$ cat config.mk
export PLATFORM = sky130hd
export DESIGN_NAME = fpu_host_driver
export DESIGN_NICKNAME = d
export VERILOG_FILES = /design/src/rtl/fpu_host_driver.sv
export SDC_FILE = /design/constraint.sdc
export NUM_CORES = 1
export LEC_CHECK = 0
export BUFFER_PORTS_ARGS = -buffer_cell sky130_fd_sc_hd__buf_2
export CAP_MARGIN = 0
export CORE_MARGIN = 2
export CORE_UTILIZATION = 40
export DETAILED_ROUTE_END_ITERATION = 16
export PLACE_DENSITY_LB_ADDON = 0.3
export SYNTH_ARGS = -nofsm -noshare
export SYNTH_HDL_FRONTEND = slang
export SYNTH_SLANG_ARGS = --single-unit
$ cat constraint.sdc
create_clock -name CLK -period 9.7 [get_ports CLK]
set_input_delay 1.455 -clock CLK [delete_from_list [all_inputs] [get_ports CLK]]
set_output_delay 1.455 -clock CLK [all_outputs]
set_load 0.05 [all_outputs]
$ cat src/rtl/fpu_host_driver.sv
// Host-side initiator for the 16-bit FPU control port: queues add/multiply commands,
// runs one FPU request/result handshake at a time and returns results in order.
module fpu_host_driver #(
  parameter int unsigned CMD_DEPTH = 4,
  parameter int unsigned RES_DEPTH = 4,
  parameter int unsigned TIMEOUT   = 255
) (
  input  logic        CLK,
  input  logic        RSTn,
  input  logic        CMD_VALID,
  output logic        CMD_READY,
  input  logic [15:0] CMD_A,
  input  logic [15:0] CMD_B,
  input  logic        CMD_OP,
  input  logic [2:0]  CMD_MODE,
  output logic        RES_VALID,
  input  logic        RES_READY,
  output logic [15:0] RES_DATA,
  output logic [2:0]  RES_EXC,
  output logic        RES_OP,
  output logic        RES_TIMEOUT,
  output logic        CS,
  output logic [15:0] DIN1,
  output logic [15:0] DIN2,
  output logic        OPT,
  output logic [2:0]  MODE,
  output logic        DIV,
  input  logic        DACK,
  input  logic [15:0] DOUT,
  input  logic [2:0]  EXC,
  input  logic        DOV,
  output logic        DOA,
  input  logic        ABUSY,
  input  logic        MBUSY,
  input  logic        DR,
  output logic        BUSY,
  output logic        STALE
);

  localparam int unsigned CAW   = $clog2(CMD_DEPTH);
  localparam int unsigned RAW   = $clog2(RES_DEPTH);
  localparam int unsigned CMD_W = 36;
  localparam int unsigned RES_W = 21;

  typedef enum logic [1:0] {
    S_IDLE,
    S_ISSUE,
    S_WAIT_RES
  } state_t;

  state_t state;

  logic [CMD_W-1:0] cmd_mem [CMD_DEPTH];
  logic [CAW-1:0]   cmd_wr;
  logic [CAW-1:0]   cmd_rd;
  logic [CAW:0]     cmd_count;
  logic [CMD_W-1:0] cmd_head;

  logic [RES_W-1:0] res_mem [RES_DEPTH];
  logic [RAW-1:0]   res_wr;
  logic [RAW-1:0]   res_rd;
  logic [RAW:0]     res_count;
  logic [RES_W-1:0] res_head;
  logic [RES_W-1:0] res_wdata;

  logic [15:0] timer;
  logic [16:0] timer_inc;
  logic        expire;
  logic        dov_live;
  logic        cmd_empty;
  logic        cmd_push;
  logic        issue;
  logic        capture;
  logic        tmo;
  logic        res_push;
  logic        res_pop;
  logic        unused_status;

  // Status inputs are informational only; BUSY is derived from local state.
  assign unused_status = ^{ABUSY, MBUSY, DR};

  // A DOV still high while DOA is being driven belongs to the result being acknowledged.
  assign dov_live  = DOV & ~DOA;
  assign timer_inc = {1'b0, timer} + 17'd1;
  assign expire    = (timer_inc >= 17'(TIMEOUT));

  assign cmd_empty = (cmd_count == '0);
  assign CMD_READY = RSTn & (cmd_count != (CAW+1)'(CMD_DEPTH));
  assign cmd_push  = CMD_VALID & CMD_READY;
  assign cmd_head  = cmd_mem[cmd_rd];

  assign issue   = (state == S_IDLE) & ~cmd_empty & (res_count < (RAW+1)'(RES_DEPTH));
  assign capture = (state == S_WAIT_RES) & dov_live;
  assign tmo     = expire & (((state == S_ISSUE) & ~DACK) | ((state == S_WAIT_RES) & ~dov_live));

  assign res_push  = capture | tmo;
  assign res_pop   = RES_VALID & RES_READY;
  assign res_wdata = capture ? {DOUT, EXC, OPT, 1'b0} : {16'h0000, 3'b000, OPT, 1'b1};

  assign res_head    = res_mem[res_rd];
  assign RES_VALID   = (res_count != '0);
  assign RES_DATA    = res_head[20:5];
  assign RES_EXC     = res_head[4:2];
  assign RES_OP      = res_head[1];
  assign RES_TIMEOUT = res_head[0];

  assign BUSY = (state != S_IDLE) | ~cmd_empty;

  always_ff @(posedge CLK) begin
    if (!RSTn) begin
      cmd_wr    <= '0;
      cmd_rd    <= '0;
      cmd_count <= '0;
    end else begin
      if (cmd_push) begin
        cmd_mem[cmd_wr] <= {CMD_A, CMD_B, CMD_OP, CMD_MODE};
        cmd_wr          <= cmd_wr + CAW'(1);
      end
      if (issue) begin
        cmd_rd <= cmd_rd + CAW'(1);
      end
      unique case ({cmd_push, issue})
        2'b10:   cmd_count <= cmd_count + (CAW+1)'(1);
        2'b01:   cmd_count <= cmd_count - (CAW+1)'(1);
        default: cmd_count <= cmd_count;
      endcase
    end
  end

  // Result storage is cleared so the head fields read zero straight out of reset.
  always_ff @(posedge CLK) begin
    if (!RSTn) begin
      res_wr    <= '0;
      res_rd    <= '0;
      res_count <= '0;
      for (int unsigned i = 0; i < RES_DEPTH; i++) begin
        res_mem[i] <= '0;
      end
    end else begin
      if (res_push) begin
        res_mem[res_wr] <= res_wdata;
        res_wr          <= res_wr + RAW'(1);
      end
      if (res_pop) begin
        res_rd <= res_rd + RAW'(1);
      end
      unique case ({res_push, res_pop})
        2'b10:   res_count <= res_count + (RAW+1)'(1);
        2'b01:   res_count <= res_count - (RAW+1)'(1);
        default: res_count <= res_count;
      endcase
    end
  end

  always_ff @(posedge CLK) begin
    if (!RSTn) begin
      state <= S_IDLE;
      timer <= '0;
      CS    <= 1'b0;
      DIV   <= 1'b0;
      DOA   <= 1'b0;
      STALE <= 1'b0;
      DIN1  <= '0;
      DIN2  <= '0;
      OPT   <= 1'b0;
      MODE  <= '0;
    end else begin
      CS    <= 1'b1;
      DOA   <= 1'b0;
      STALE <= 1'b0;
      if (dov_live && (state != S_WAIT_RES)) begin
        DOA   <= 1'b1;
        STALE <= 1'b1;
      end
      case (state)
        S_IDLE: begin
          if (issue) begin
            DIN1  <= cmd_head[35:20];
            DIN2  <= cmd_head[19:4];
            OPT   <= cmd_head[3];
            MODE  <= cmd_head[2:0];
            DIV   <= 1'b1;
            timer <= '0;
            state <= S_ISSUE;
          end
        end
        S_ISSUE: begin
          timer <= timer_inc[15:0];
          if (DACK) begin
            DIV   <= 1'b0;
            state <= S_WAIT_RES;
          end else if (expire) begin
            DIV   <= 1'b0;
            state <= S_IDLE;
          end
        end
        S_WAIT_RES: begin
          timer <= timer_inc[15:0];
          if (dov_live) begin
            DOA   <= 1'b1;
            state <= S_IDLE;
          end else if (expire) begin
            state <= S_IDLE;
          end
        end
        default: begin
          DIV   <= 1'b0;
          state <= S_IDLE;
        end
      endcase
    end
  end

endmodule

Yosys cells after proc, flatten, opt, wreduce, memory -nomap -nowiden
Memory sizes are Yosys's and may differ from the RTL's. A register that Yosys moved wholly into a read port is not among the register bits.
Index checks and enable logic that the tools add are counted.
Widths: inputs -> output; s select.
{"block": "op_classes", "n_addsub": 9, "order_cmp": 2, "eq_ne": 10, "muxes": 30, "bitwise": 18, "reduce_logical": 14}
{"operator": "$mux 21", "n": 2}
{"operator": "$pmux 16 s2", "n": 1}
{"operator": "$reduce_or 21->1", "n": 1}
{"operator": "$add 16x1->17 const B", "n": 1}
{"operator": "$ge 17x8->1 const B", "n": 1}
{"operator": "$mux 16", "n": 1}
{"operator": "$mux 1", "n": 15}
{"operator": "$mux 2", "n": 7}
{"operator": "$pmux 3 s2", "n": 2}
{"operator": "$and 1x1->1", "n": 10}
{"operator": "$add 2x1->2 const B", "n": 4}
{"operator": "$reduce_bool 2->1", "n": 4}
{"operator": "$add 3x1->3 const B", "n": 2}
{"operator": "$eq 2x1->1 const B", "n": 3}
{"operator": "$eq 2x2->1 const B", "n": 3}
{"operator": "$ne 3x3->1 const B", "n": 2}
{"operator": "$pmux 2 s3", "n": 1}
{"operator": "$sub 3x1->3 const B", "n": 2}
{"operator": "$not 1->1", "n": 5}
{"operator": "$ne 2x2->1 const B", "n": 2}
{"operator": "$reduce_and 2->1", "n": 2}
{"operator": "$logic_not 3->1", "n": 1}
{"operator": "$lt 3x3->1 const B", "n": 1}
{"operator": "$or 1x1->1", "n": 3}
{"operator": "7 further kinds", "n": 7}
{"block": "word_totals", "ff_bits": 36, "ramBits": 228, "in_bits": 64, "output_inout_bits": 64, "wordCells": 97, "n_memories": 2}
{"name": "cmd_mem", "depth": 4, "word_bits": 36, "rd": 1, "rd_clocked_by_memory_dff": 1, "write_ports": 1, "line": "53", "text": "logic [CMD_W-1:0] cmd_mem [CMD_DEPTH];"}
{"name": "res_mem", "depth": 4, "word_bits": 21, "rd": 1, "rd_clocked_by_memory_dff": 1, "write_ports": 4, "line": "59", "text": "logic [RES_W-1:0] res_mem [RES_DEPTH];"}

Logic depth before layout (Yosys ltp)
{"block": "logic_depth", "depth_word": 12, "ltp_mapped": 15, "ltp_nobuf": 13}

Least setup slack after synthesis
OpenSTA, ideal clock, no wires.
{"block": "synth_path", "kind": "input -> register", "start": "input port RSTn", "end": "memory cmd_mem[0][0] (enable)", "setup_ns": 0.397, "t_arrival_ns": 3.537, "required_ns": 9.303, "path_slack_ns": 5.766, "stages": 3, "path_buffers": 0, "path_cell_list": "inv_1 a31oi_1 and3_1"}
{"block": "synth_via", "elab_chain_len": 5}
{"element": "start: declaration", "line": "9", "text": "input logic RSTn,"}
{"element": "$and 1x1->1", "line": "88", "text": "assign CMD_READY = RSTn & (cmd_count != (CAW+1)'(CMD_DEPTH));"}
{"element": "net CMD_READY", "line": "11", "text": "output logic CMD_READY,"}
{"element": "$and 1x1->1", "line": "89", "text": "assign cmd_push = CMD_VALID & CMD_READY;"}
{"element": "$mux 1", "line": "115", "text": "if (cmd_push) begin"}
{"element": "$mux 1", "line": "110", "text": "if (!RSTn) begin"}
{"element": "$mux 1 (not written as such)", "line": "116", "text": "cmd_mem[cmd_wr] <= {CMD_A, CMD_B, CMD_OP, CMD_MODE};"}
{"element": "end: declaration", "line": "53"}
The timed path passes the listed nets, and every way through them passes these cells.

Final worst setup path
{"block": "layout_path", "start": "input port RSTn", "end": "output port CMD_READY"}
{"block": "layout_via", "elab_chain_len": 1}
{"element": "$and 1x1->1", "line": "88"}
{"element": "end: declaration", "line": "11"}
No other way between the ends.

==> flow_metrics.env <==
export IMPL_cpPeakStageDelay_ns=0.44
export IMPL_ctsResizeCount=0
export IMPL_critPathLaunch="RSTn"
export IMPL_ys_ff_latch=302
export IMPL_drv_cap=0
export IMPL_hp_start="DIN1[0]"
export IMPL_ios=128
export IMPL_p_int_mw=2.456
export IMPL_synthAdderAreaFrac_pct=1.563
export IMPL_antenna_found_initial=3
export IMPL_synthArstFlopShare_pct=0
export IMPL_synth_fp_nets=928
export IMPL_timing_fmax_mhz=226.2
export IMPL_yosys_warnings=0
export IMPL_slew_violations=0
export IMPL_rr_startpoint="timer[0]"
export IMPL_finalPower_mw=3.643
export IMPL_start_util_pct=40.83
export IMPL_path_buf_inv=4
export IMPL_clkTransAtPathRegs_ns=0.06
export IMPL_synth_top_area_cell="edfxtp_1"
export IMPL_path_max_fanout=68
export IMPL_synth_enable_flop_cells=228
export IMPL_synth_xor_area_share_pct=0.9358
export IMPL_grt_pass1_wl_um=37560
export IMPL_worst_pin_slew_ns=1.081
export IMPL_hold_buffers=0
export IMPL_design_area_sq_um=14150
export IMPL_rows=63
export IMPL_htreeDepth=1
export IMPL_postCtsSetupBuffers=0
export IMPL_syn_cell_area_sq_um=12170
export IMPL_rr_worst_depth=13
export IMPL_die_area_sq_um=31830
export IMPL_wirelength_um=23950
export IMPL_synth_top_area_share_pct=56.27
export IMPL_die_y_um=178.4
export IMPL_grt_pass1_vias=6913
export IMPL_yosysMostFrequentCell="edfxtp_1"
export IMPL_synth_compound_area_share_pct=5.399
export IMPL_fin_crit_ns=4.422
export IMPL_yosys_area_share_simple_pct=9.975
export IMPL_required_ns=8.25
export IMPL_critPathLaunchType="input port"
export IMPL_wire_per_inst_um=17.28
export IMPL_dp_hpwl_um=13970
export IMPL_rsz0062_at_grt="no"
export IMPL_cts_tree="done"
export IMPL_dr_pass1_iters=4
export IMPL_crit_chain="buf_2 > inv_2 > buf_4 > a31oi_1 > buf_2"
export IMPL_grt_max_degree=69
export IMPL_tns_ns=0
export IMPL_cts_made_buffers=31
export IMPL_vias=7069
export IMPL_status="finished, final reports clean"
export IMPL_whs_path_depth=2
export IMPL_grt_overflow_total=0
export IMPL_cp_slowest_cell="a31oi_1"
export IMPL_gp_congestion=0.7657
export IMPL_powerDensity_nw_per_um2=257.3
export IMPL_swShare_pct=32.58
export IMPL_crit_family="buffers and inverters"
export IMPL_seq_area_frac_synth_pct=68.45
export IMPL_hold_class="reg -> reg"
export IMPL_clockPowerShare_pct=31.9
export IMPL_synth_area_leaders="edfxtp_1 (56%), dfxtp_1 (12%), mux4_2 (11%), nand2_1 (3.5%), nor2_1 (2.8%)"
export IMPL_setup_viol=0
export IMPL_clock_sinks=302
export IMPL_synth_top_family_by_area="multiplexers"
export IMPL_skew_ns=0.02621
export IMPL_crit_type="in -> out"
export IMPL_power_leakage_nw=5.105
export IMPL_crit_cells=5
export IMPL_first_iter_violations=459
export IMPL_die_w_um=178.4
export IMPL_utilization_pct=47.51
export IMPL_root_buffer="clkbuf_16"
export IMPL_fin_crit_sh_pct=45.58
export IMPL_syn_inst=850
export IMPL_synthMuxAreaShare_pct=10.72
export IMPL_final_layout_size_suffix_gt1_share_pct=26.36
export IMPL_ir_drop_v=0.0001971
export IMPL_placedInstanceArea_sq_um=13140
export IMPL_area_growth_pct=16.34
export IMPL_syn_area_per_cell_sq_um=14.31
export IMPL_placed_cells=1326
export IMPL_ys_types=59
export IMPL_grt_usage_pct=15.08
export IMPL_synth_common_cells="edfxtp_1 (228), nand2_1 (115), nor2_1 (90)"
export IMPL_stdcell_count=1386
export IMPL_synth_ff_type="edfxtp_1"
export IMPL_drc=0
export IMPL_avgViaCountPerCell=5.100
export IMPL_cts_buffer_depth=3
export IMPL_cp_data_arrival_time_ns=2.97
export IMPL_portBuffers=124
export IMPL_nets=1047
export IMPL_comb_power_share_pct=24.8
export IMPL_core_sq_um=29800
export IMPL_ant_nets=0
export IMPL_finalHoldViolations=0
export IMPL_power_frac_seq_pct=43.3
export IMPL_slew_headroom_pct=27.92
export IMPL_critical_path_most_common_cell="buf_2"
export IMPL_insertion_delay_ns=0.57
export IMPL_p_switching_mw=1.187
export IMPL_endpoint_kind="output port"
-- path summary, 6_finish.rpt --
check            endpoint  slack, ns
max             CMD_READY       5.28
min               DIN1[0]       0.45
max reg2reg  res_count[2]       5.63
min reg2reg       DIN1[0]       0.45
-- through the flow --
stage	hold slack, ns	setup WS [ns]
6_report	0.4488	5.278
5_1_grt	0.4750	5.135
3_5_place_dp	0.4442	5.254
4_1_cts	0.4530	5.245
3_3_place_gp	0.4406	5.263
2_1_floorplan	0.4619	5.766
-- cells in the final DEF (no fill, tap or decap), drive strengths merged, types with 24 or more instances in the layout --
master  instances
o21ai          24
edfxtp        228
clkbuf         42
dfxtp          74
inv            39
mux4           57
buf           134
nor2           91
nand2         115
a21oi          57
-- tightest hold or removal path, stage by stage (launching register included) --
cell and delay, ns:
dfxtp_1 0.30, nand2_1 0.05, a21oi_1 0.05
-- metal layers --
metal | share of wire [%] | wire, um | global-route usage (%) | vias up
met5 | 0.029 | 7 | 0 | -
met4 | 1.5 | 371 | 2.913 | 2
met3 | 6.4 | 1537 | 3.559 | 32
met2 | 50 | 12000 | 26.61 | 146
met1 | 42 | 10030 | 18.99 | 3517
li1 | - | - | - | 3372
-- power by group through the flow --
stage / combinational [mW] / clock (mW) / sequential, mW
2_1_floorplan: 0.512 / 0 / 1.77
3_3_place_gp: 0.915 / 0 / 1.60
3_5_place_dp: 0.923 / 0 / 1.60
4_1_cts: 0.925 / 1.19 / 1.58
5_1_grt: 0.990 / 1.24 / 1.59
6_report: 0.904 / 1.16 / 1.58
-- final cells by class --
class / count / area (sq um)
fill: 2623 / 15640
clock inverter: 16 / 148.9
antenna: 2 / 5.005
timing repair buffer: 134 / 695.7
tap: 390 / 488.0
sequential: 302 / 8330
clock buffer: 42 / 857.1
multi-input combinational: 464 / 3495
inverter: 36 / 135.1
-- cells by family (layout without fill, tap and decap cells) --
family / after synthesis / count (layout)
DFF: 302 / 302
and+or+nand+nor: 269 / 269
AOI/OAI and AO/OA: 109 / 109
buffers and inverters: 84 / 228
muxes: 59 / 59
adders and majority gates: 14 / 14
xor gates and xnor gates: 13 / 13
other: 0 / 2
-- sequential cells by signal, indices dropped and copies added (netlist names), 2 cells and up, named ones only --
| signal | cells |
|---|---|
| cmd_wr | 2 |
| cmd_mem | 144 |
| res_count | 3 |
| state | 2 |
| DIN2 | 16 |
| res_rd | 2 |
| cmd_rd | 2 |
| DIN1 | 16 |
| MODE | 3 |
| res_mem | 84 |
| cmd_count | 3 |
| res_wr | 2 |
| timer | 16 |
Power figures use the tool's default switching activity.
